**src/rtl/ex_muldiv_seq_if.sv**
```systemverilog
// Request/response bundle between the EX-stage control and the iterative
// multiply/divide unit.
interface ex_muldiv_seq_if #(parameter int XLEN = 64);
  logic            ex_start_in;
  logic [3:0]      ex_alu_op_in;
  logic            ex_signed_in;
  logic [XLEN-1:0] ex_operand1_in;
  logic [XLEN-1:0] ex_operand2_in;
  logic            ex_flush_in;
  logic            ex_ready_out;
  logic            ex_busy_out;
  logic            ex_valid_out;
  logic [XLEN-1:0] ex_result_out;

  modport master (
    output ex_start_in, ex_alu_op_in, ex_signed_in,
           ex_operand1_in, ex_operand2_in, ex_flush_in,
    input  ex_ready_out, ex_busy_out, ex_valid_out, ex_result_out
  );

  modport slave (
    input  ex_start_in, ex_alu_op_in, ex_signed_in,
           ex_operand1_in, ex_operand2_in, ex_flush_in,
    output ex_ready_out, ex_busy_out, ex_valid_out, ex_result_out
  );
endinterface

```
**src/rtl/ex_muldiv_seq.sv**
```systemverilog
// Iterative radix-2 multiply/divide unit for the EX stage: one operand bit per
// cycle on magnitudes, with signs restored in a single FIXUP cycle.
module ex_muldiv_seq #(
  parameter int XLEN = 64
) (
  input  logic          clk,
  input  logic          rst_n,
  ex_muldiv_seq_if.slave bus
);

  localparam int CW = $clog2(XLEN);

  typedef enum logic [1:0] {IDLE, CALC, FIXUP, DONE} state_t;

  state_t            state;
  state_t            next_state;
  logic [CW-1:0]     count;
  logic [XLEN-1:0]   hi;
  logic [XLEN-1:0]   lo;
  logic [XLEN-1:0]   operand_b;
  logic              is_div;
  logic              sel_alt;
  logic              sign1;
  logic              sign2;
  logic              div_zero;
  logic [XLEN-1:0]   result;

  logic              legal_op;
  logic              accept;
  logic              start_div_zero;
  logic [XLEN-1:0]   abs1;
  logic [XLEN-1:0]   abs2;
  logic [XLEN:0]     mul_sum;
  logic [XLEN:0]     div_shift;
  logic [XLEN+1:0]   div_diff;
  logic [2*XLEN-1:0] product;
  logic [2*XLEN-1:0] product_fixed;
  logic [XLEN-1:0]   quotient_fixed;
  logic [XLEN-1:0]   remainder_fixed;
  logic [XLEN-1:0]   fixup_value;

  assign legal_op = bus.ex_alu_op_in inside {4'b1010, 4'b1011, 4'b1100, 4'b1101};
  assign accept = (state == IDLE) && bus.ex_start_in && legal_op && !bus.ex_flush_in;
  assign start_div_zero = bus.ex_alu_op_in[2] && (bus.ex_operand2_in == '0);

  assign abs1 = (bus.ex_signed_in && bus.ex_operand1_in[XLEN-1]) ? -bus.ex_operand1_in
                                                                 : bus.ex_operand1_in;
  assign abs2 = (bus.ex_signed_in && bus.ex_operand2_in[XLEN-1]) ? -bus.ex_operand2_in
                                                                 : bus.ex_operand2_in;

  // Multiply keeps the multiplier in lo and shifts the partial product into it;
  // divide shifts the dividend out of lo while quotient bits shift in.
  assign mul_sum   = {1'b0, hi} + (lo[0] ? {1'b0, operand_b} : '0);
  assign div_shift = {hi, lo[XLEN-1]};
  assign div_diff  = {1'b0, div_shift} - {2'b0, operand_b};

  assign product         = {hi, lo};
  assign product_fixed   = (sign1 ^ sign2) ? -product : product;
  assign quotient_fixed  = ((sign1 ^ sign2) && !div_zero) ? -lo : lo;
  assign remainder_fixed = (sign1 && !div_zero) ? -hi : hi;

  always_comb begin
    fixup_value = '0;
    case ({is_div, sel_alt})
      2'b00:   fixup_value = product_fixed[XLEN-1:0];
      2'b01:   fixup_value = product_fixed[2*XLEN-1:XLEN];
      2'b10:   fixup_value = quotient_fixed;
      default: fixup_value = remainder_fixed;
    endcase
  end

  always_ff @(posedge clk or negedge rst_n) begin
    if (!rst_n) begin
      state <= IDLE;
    end else begin
      state <= next_state;
    end
  end

  always_comb begin
    next_state = state;
    case (state)
      IDLE: begin
        if (accept) begin
          next_state = start_div_zero ? FIXUP : CALC;
        end
      end
      CALC: begin
        if (bus.ex_flush_in) begin
          next_state = IDLE;
        end else if (count == '0) begin
          next_state = FIXUP;
        end
      end
      FIXUP: begin
        next_state = bus.ex_flush_in ? IDLE : DONE;
      end
      DONE: begin
        next_state = IDLE;
      end
      default: begin
        next_state = IDLE;
      end
    endcase
  end

  always_comb begin
    bus.ex_ready_out  = (state == IDLE);
    bus.ex_busy_out   = (state != IDLE);
    bus.ex_valid_out  = (state == DONE);
    bus.ex_result_out = result;
  end

  // Divide-by-zero preloads the forced quotient/remainder so FIXUP can skip CALC.
  always_ff @(posedge clk or negedge rst_n) begin
    if (!rst_n) begin
      count     <= '0;
      hi        <= '0;
      lo        <= '0;
      operand_b <= '0;
      is_div    <= 1'b0;
      sel_alt   <= 1'b0;
      sign1     <= 1'b0;
      sign2     <= 1'b0;
      div_zero  <= 1'b0;
      result    <= '0;
    end else begin
      if (accept) begin
        count    <= CW'(XLEN - 1);
        is_div   <= bus.ex_alu_op_in[2];
        sel_alt  <= bus.ex_alu_op_in[0];
        sign1    <= bus.ex_signed_in && bus.ex_operand1_in[XLEN-1];
        sign2    <= bus.ex_signed_in && bus.ex_operand2_in[XLEN-1];
        div_zero <= start_div_zero;
        if (start_div_zero) begin
          hi        <= bus.ex_operand1_in;
          lo        <= '1;
          operand_b <= '0;
        end else if (bus.ex_alu_op_in[2]) begin
          hi        <= '0;
          lo        <= abs1;
          operand_b <= abs2;
        end else begin
          hi        <= '0;
          lo        <= abs2;
          operand_b <= abs1;
        end
      end else if (state == CALC) begin
        count <= count - CW'(1);
        if (is_div) begin
          hi <= div_diff[XLEN+1] ? div_shift[XLEN-1:0] : div_diff[XLEN-1:0];
          lo <= {lo[XLEN-2:0], ~div_diff[XLEN+1]};
        end else begin
          hi <= mul_sum[XLEN:1];
          lo <= {mul_sum[0], lo[XLEN-1:1]};
        end
      end
      if ((state == FIXUP) && !bus.ex_flush_in) begin
        result <= fixup_value;
      end
    end
  end

endmodule

```
**src/flat_wrapper.sv**
```systemverilog
// flat-port wrapper written by rule: the top's interface ports become plain ports
module ex_muldiv_seq_flat 
#(
  parameter int XLEN = 64
)
  (clk, rst_n, bus_ex_start_in, bus_ex_alu_op_in, bus_ex_signed_in, bus_ex_operand1_in, bus_ex_operand2_in, bus_ex_flush_in, bus_ex_ready_out, bus_ex_busy_out, bus_ex_valid_out, bus_ex_result_out);
  ex_muldiv_seq_if #(.XLEN(XLEN)) bus_i ();
  input  logic clk;
  input  logic rst_n;
  input wire logic [$bits(bus_i.ex_start_in)-1:0] bus_ex_start_in;
  input wire logic [$bits(bus_i.ex_alu_op_in)-1:0] bus_ex_alu_op_in;
  input wire logic [$bits(bus_i.ex_signed_in)-1:0] bus_ex_signed_in;
  input wire logic [$bits(bus_i.ex_operand1_in)-1:0] bus_ex_operand1_in;
  input wire logic [$bits(bus_i.ex_operand2_in)-1:0] bus_ex_operand2_in;
  input wire logic [$bits(bus_i.ex_flush_in)-1:0] bus_ex_flush_in;
  output wire logic [$bits(bus_i.ex_ready_out)-1:0] bus_ex_ready_out;
  output wire logic [$bits(bus_i.ex_busy_out)-1:0] bus_ex_busy_out;
  output wire logic [$bits(bus_i.ex_valid_out)-1:0] bus_ex_valid_out;
  output wire logic [$bits(bus_i.ex_result_out)-1:0] bus_ex_result_out;
  assign bus_i.ex_start_in = bus_ex_start_in;
  assign bus_i.ex_alu_op_in = bus_ex_alu_op_in;
  assign bus_i.ex_signed_in = bus_ex_signed_in;
  assign bus_i.ex_operand1_in = bus_ex_operand1_in;
  assign bus_i.ex_operand2_in = bus_ex_operand2_in;
  assign bus_i.ex_flush_in = bus_ex_flush_in;
  assign bus_ex_ready_out = bus_i.ex_ready_out;
  assign bus_ex_busy_out = bus_i.ex_busy_out;
  assign bus_ex_valid_out = bus_i.ex_valid_out;
  assign bus_ex_result_out = bus_i.ex_result_out;
  ex_muldiv_seq #(.XLEN(XLEN)) u_core (.clk(clk), .rst_n(rst_n), .bus(bus_i));
endmodule
```
**config.mk**
```make
export PLATFORM = sky130hd
export DESIGN_NAME = ex_muldiv_seq_flat
export DESIGN_NICKNAME = d
export VERILOG_FILES = /design/src/rtl/ex_muldiv_seq_if.sv /design/src/rtl/ex_muldiv_seq.sv /design/src/flat_wrapper.sv
export SDC_FILE = /design/constraint.sdc
export NUM_CORES = 2
export LEC_CHECK = 0
export ABC_CLOCK_PERIOD_IN_PS = 4570
export CAP_MARGIN = 20
export CORE_MARGIN = 2
export CORE_UTILIZATION = 40
export DETAILED_ROUTE_END_ITERATION = 12
export GPL_TIMING_DRIVEN = 0
export PLACE_DENSITY = 0.56
export SLEW_MARGIN = 10
export SYNTH_ARGS = -nofsm -noshare
export SYNTH_HDL_FRONTEND = slang
export SYNTH_SLANG_ARGS = --single-unit
```
**constraint.sdc**
```tcl
create_clock -name clk -period 4.57 [get_ports clk]
set_input_delay 0.457 -clock clk [delete_from_list [all_inputs] [get_ports clk]]
set_output_delay 0.457 -clock clk [all_outputs]
set_load 0.01 [all_outputs]
```
**Yosys cells after proc, flatten, opt, wreduce, memory -nomap -nowiden**

Index checks and enable logic that the tools add are counted.
W data, S select, Z words.

- Register bits: 269
- Latch bits: 0
- Memory bits (writable): 0
- Memory bits (read-only): 0
- Input port bits: 137
- Logic and storage cells: 78
- Memories: 0

- Add/sub/neg operators: 8
- Multiply operators: 0
- Div/mod/pow operators: 0
- Magnitude comparators: 0
- Equal/unequal tests: 11
- Shift-type cells: 0
- Multiplexer cells: 27
- Bitwise logic cells: 2
- Reductions and logical operators: 19

Operator list:

| operator | number |
|---|---|
| $mux W64 | 17 |
| $neg A64 Y64 | 4 |
| $pmux W64 S3 | 1 |
| $mux W128 | 1 |
| $neg A128 Y128 | 1 |
| $sub A65 B64 Y66 | 1 |
| $add A64 B65 Y65 | 1 |
| $logic_not A64 Y1 | 1 |
| $eq A4 B4 Y1 const B | 4 |
| $mux W6 | 2 |
| $mux W2 | 5 |
| $logic_and A1 B1 Y1 | 9 |
| $pmux W2 S4 | 1 |
| $eq A2 B2 Y1 const B | 3 |
| $logic_not A6 Y1 | 1 |
| $sub A6 B1 Y6 const B | 1 |
| $eq A2 B1 Y1 const B | 2 |
| $logic_not A2 Y1 | 2 |
| $reduce_bool A2 Y1 | 2 |
| $reduce_bool A4 Y1 | 1 |
| $ne A3 B2 Y1 const B | 1 |
| $logic_not A1 Y1 | 2 |
| $ne A2 B1 Y1 const B | 1 |
| $reduce_and A2 Y1 | 1 |
| other kinds (2) | 2 |

**Longest topological paths before layout**

- Word-level depth: 6
- Mapped depth: 17
- Gate-level depth less buffers: 15

**Least setup slack after synthesis**

OpenSTA, ideal clock, no wires.

- Path type: register to register
- Start: reg u_core.lo[0]
- End: reg u_core.hi[62]
- Setup time: 0.144 ns
- Data arrival time: 3.823 ns
- Data required time: 4.426 ns
- Setup slack: 0.603 ns
- Cell stages (with the launch flop): 17
- Cell sequence: dfrtp_1 > inv_1 > clkbuf_1 > clkbuf_1 > nor2_1 > ha_1 > clkbuf_1 > nand2_1 > nor3_1 > or3b_2 > a31oi_1 > a211oi_1 > o31a_1 > o41ai_1 > xor2_1 > o311ai_0 > a22oi_1

- Word-level cells in the longest chain between the ends: 5

Ends and longest elaborated chain:

| item | RTL line | source |
|---|---|---|
| start, declared | ex_muldiv_seq.sv:19 | `logic [XLEN-1:0] lo;` |
| start signal, assigned | ex_muldiv_seq.sv:141 | `lo <= abs1;` |
| start signal, assigned | ex_muldiv_seq.sv:145 | `lo <= abs2;` |
| start signal, assigned | ex_muldiv_seq.sv:152 | `lo <= {lo[XLEN-2:0], ~div_diff[XLEN+1]};` |
| $mux W64 | ex_muldiv_seq.sv:53 | `assign mul_sum = {1'b0, hi} + (lo[0] ? {1'b0, operand_b} : '0);` |
| $add A64 B65 Y65 | ex_muldiv_seq.sv:53 |  |
| $mux W64 | ex_muldiv_seq.sv:150 | `if (is_div) begin` |
| $mux W64 | ex_muldiv_seq.sv:148 | `end else if (state == CALC) begin` |
| $mux W64 | ex_muldiv_seq.sv:128 | `if (accept) begin` |
| end signal, assigned | ex_muldiv_seq.sv:136 | `hi <= bus.ex_operand1_in;` |
| end signal, assigned | ex_muldiv_seq.sv:151 | `hi <= div_diff[XLEN+1] ? div_shift[XLEN-1:0] : div_diff[XLEN-1:0];` |
| end signal, assigned | ex_muldiv_seq.sv:154 | `hi <= mul_sum[XLEN:1];` |
| end, declared | ex_muldiv_seq.sv:18 | `logic [XLEN-1:0] hi;` |

Every way passes these cells. The select of a mux whose other input is x is not followed.
A chain may end at the register's enable or synchronous reset.

**Worst setup path after layout**

- Start: in bus_ex_operand1_in[0]
- End: reg u_core.lo[59]

- Word-level cells in the longest chain between the ends: 5

Ends and longest elaborated chain:

| item | RTL line | source |
|---|---|---|
| start, declared | flat_wrapper.sv:13 | `input wire logic [$bits(bus_i.ex_operand1_in)-1:0] bus_ex_operand1_in;` |
| $neg A64 Y64 | ex_muldiv_seq.sv:46 | `assign abs1 = (bus.ex_signed_in && bus.ex_operand1_in[XLEN-1]) ? -bus.ex_operand1_in` |
| $mux W64 | ex_muldiv_seq.sv:46 |  |
| $mux W64 | ex_muldiv_seq.sv:139 | `end else if (bus.ex_alu_op_in[2]) begin` |
| $mux W64 | ex_muldiv_seq.sv:135 | `if (start_div_zero) begin` |
| $mux W64 | ex_muldiv_seq.sv:128 |  |

Every way passes these cells.

==> results_dict.tcl <==
set metrics [dict create \
    status "finished, violations left" \
    violations "setup timing" \
    dr.pass1.iters 6 \
    cts_buffer_depth 3 \
    drc 0 \
    syn_area_um2 29100 \
    fin_nets 4582 \
    crit_chain "clkdlybuf4s50_1 -> or3_1 -> nor4_1 -> nand4_1 -> or2_2 -> o41ai_1 -> xnor2_1 -> o221ai_1 -> o21ai_0" \
    die_area_um2 75000 \
    crit_arrival_ns 5.04 \
    area_growth_pct 17.3 \
    setup_tns_ns -0.0985 \
    slowest_delay_ns 0.84 \
    whs_ns 0.411 \
    ys_seq_area_frac 0.231 \
    synth_top_cells_by_count "464 x nand2_1, 438 x nor2_1, 435 x o21ai_0" \
    place_inst 5231 \
    synth_top_area_share 0.231 \
    synthFlopType "dfrtp_1" \
    period_share 1.01 \
    fp.dieW_um 274 \
    cap_violations 0 \
    fillers 7516 \
    grt_max_degree 77 \
    powerDensity_nw_per_um2 772 \
    critical_path.max_fanout 7 \
    antenna_left 0 \
    antenna_found_initial 11 \
    period_minus_slack_ns 4.62 \
    drive_gt1_frac 0.0554 \
    path_delay_family "simple AND/OR/NAND/NOR gates" \
    ys_ff_latch 269 \
    path_buf_inv 1 \
    worst_pin_slew_ns 1.35 \
    portBuffers 203 \
    cts_tree "done" \
    gp_congestion 1.11 \
    startpoint_type "input pin" \
    crit_type "input pin to register" \
    crit_slowest_cell "nor4_1" \
    vias 34891 \
    leakagePower_nw 13.7 \
    grt.total_usage 0.458 \
    hp-class "input pin to asynchronous set/reset pin" \
    floorplan.initialDensity 0.406 \
    clkLatencyLatePin_ns 0.58 \
    maxSlewViolCount 0 \
    critical_path.endpoint_type "register" \
    synth_top_area_cell "dfrtp_1" \
    die_h_um 274 \
    yosys-top-cells-area "dfrtp_1 23%, o21ai_0 7.5%, a21oi_1 7.3%" \
    synthCells 4067 \
    cts_buffers 35 \
    async_flop_share 1.00 \
    drtIter0Drc 5105 \
    via_per_inst 6.59 \
    fin_skew_ns 0.0166 \
    peakVddDrop_uv 451 \
    cts.htree.levels 2 \
    fin_total_pwr_w 0.0264 \
    synth_most_common_cell "nand2_1" \
    rows 98 \
    rsz0062_at_grt "true" \
    max_slew_margin 0.0999 \
    cp.required_ns 4.99 \
    yosysUniqueCellTypes 97 \
    wl_per_cell_um 33.4 \
    first_global_vias 32153 \
    io_pins 204 \
    clk_pin_slew_ns 0.06 \
    synth_edf_count 0 \
    ys_warn_count 0 \
    place_hpwl_mm 142 \
    grt_overflow 0 \
    setup_viol 2 \
    root_buffer "clkbuf_16" \
    core_um2 71900 \
    synth.net_count 4340 \
    grt_first_pass_wirelength_mm 243 \
    final-instance-count-excl-fill 5292 \
    clock-sinks 269 \
    wirelength_mm 177 \
    max_freq_ghz 0.216 \
    avgSynthCellArea_um2 7.17 \
    fin_ws_ns -0.0504 \
    finalHoldViolCount 0 \
]
==> final timing paths <==
kind | startpoint | end | slack, ns | depth (start not counted)
min | rst_n | u_core.bus.ex_result_out[9] | 0.41 | 2
min in group clk | u_core.bus.ex_result_out[19] | u_core.bus.ex_result_out[19] | 0.48 | 2
max | bus_ex_operand1_in[0] | u_core.lo[59] | -0.05 | 9
min reg2reg | u_core.bus.ex_result_out[19] | u_core.bus.ex_result_out[19] | 0.48 | 2
max reg2reg | u_core.lo[0] | u_core.hi[62] | -0.05 | 15
max in group asynchronous | rst_n | u_core.count[1] | 2.55 | 5
==> registers in the layout, indices dropped and copies added, names as in the netlist <==
name,count
u_core.sel_alt,1
u_core.sign2,1
u_core.operand_b,64
u_core.sign1,1
u_core.lo,64
u_core.is_div,1
u_core.bus.ex_result_out,64
u_core.count,6
u_core.state,2
u_core.div_zero,1
u_core.hi,64
==> stage by stage <==
stage,setup WS [ns],utilization,cell area (um^2)
global placement,-9.63,0.450,32400
global route,-0.179,0.476,34200
detailed placement,-1.60,0.453,32600
finish,-0.0504,0.476,34200
CTS,-0.00385,0.472,33900
floorplan,0.603,-,29100
==> what timing repair did <==
action                                  CTS  global route
buffers inserted                          4             4
hold buffers                              1             0
resized for setup                        51            65
pin swaps                                 4             9
endpoints found under the hold margin    67             0
cloned                                    0             0
endpoints found under the setup margin   92            81
==> layer usage <==
layer | vias up | track usage | routed length (um)
li1 | 15166 | - | -
met1 | 16617 | 0.568 | 66700
met2 | 2482 | 0.662 | 71400
met3 | 622 | 0.132 | 21100
met4 | 4 | 0.363 | 17500
met5 | - | 0 | 23
==> cell families (layout without fill, tap and decap cells) <==
| family | count (synthesis) | after routing | synth area share |
|---|---|---|---|
| adders and majority gates | 136 | 136 | 0.0589 |
| AOI/OAI and AO/OA | 1405 | 1405 | 0.291 |
| xor gates and xnor gates | 367 | 367 | 0.110 |
| and+or+nand+nor | 1396 | 1396 | 0.223 |
| other | 0 | 9 | 0 |
| muxes | 82 | 82 | 0.0282 |
| DFF | 269 | 269 | 0.231 |
| buffers and inverters | 412 | 678 | 0.0577 |
==> final cells by class <==
cell class,count,area (um^2),share of cell area
Sequential cell,269,6740,0.197
Clock buffer,42,975,0.0285
Antenna cell,9,22.5,0.000659
Timing Repair Buffer,224,2290,0.0670
Clock inverter,19,175,0.00512
Buffer,279,1210,0.0353
Tap cell,950,1190,0.0348
Multi-Input combinational cell,3386,21200,0.619
Inverter,114,432,0.0126
==> report_power, final <==
part,switching (W),internal (W)
Clock,0.00127,0.00164
Sequential,0.00199,0.00315
Combinational,0.0124,0.00591
==> cell usage in the layout, fill, tap and decap left out, types with 111 or more instances in the layout <==
cell	netlist	routed
nand2_1	464	463
nor2_1	438	435
o21ai_0	435	429
a21oi_1	426	426
dfrtp_1	269	262
clkbuf_1	243	214
clkdlybuf4s50_1	0	202
xnor2_1	201	197
xor2_1	166	158
ha_1	134	123
inv_1	113	112
nor3_1	115	111
(Power assumes the default switching activity.)
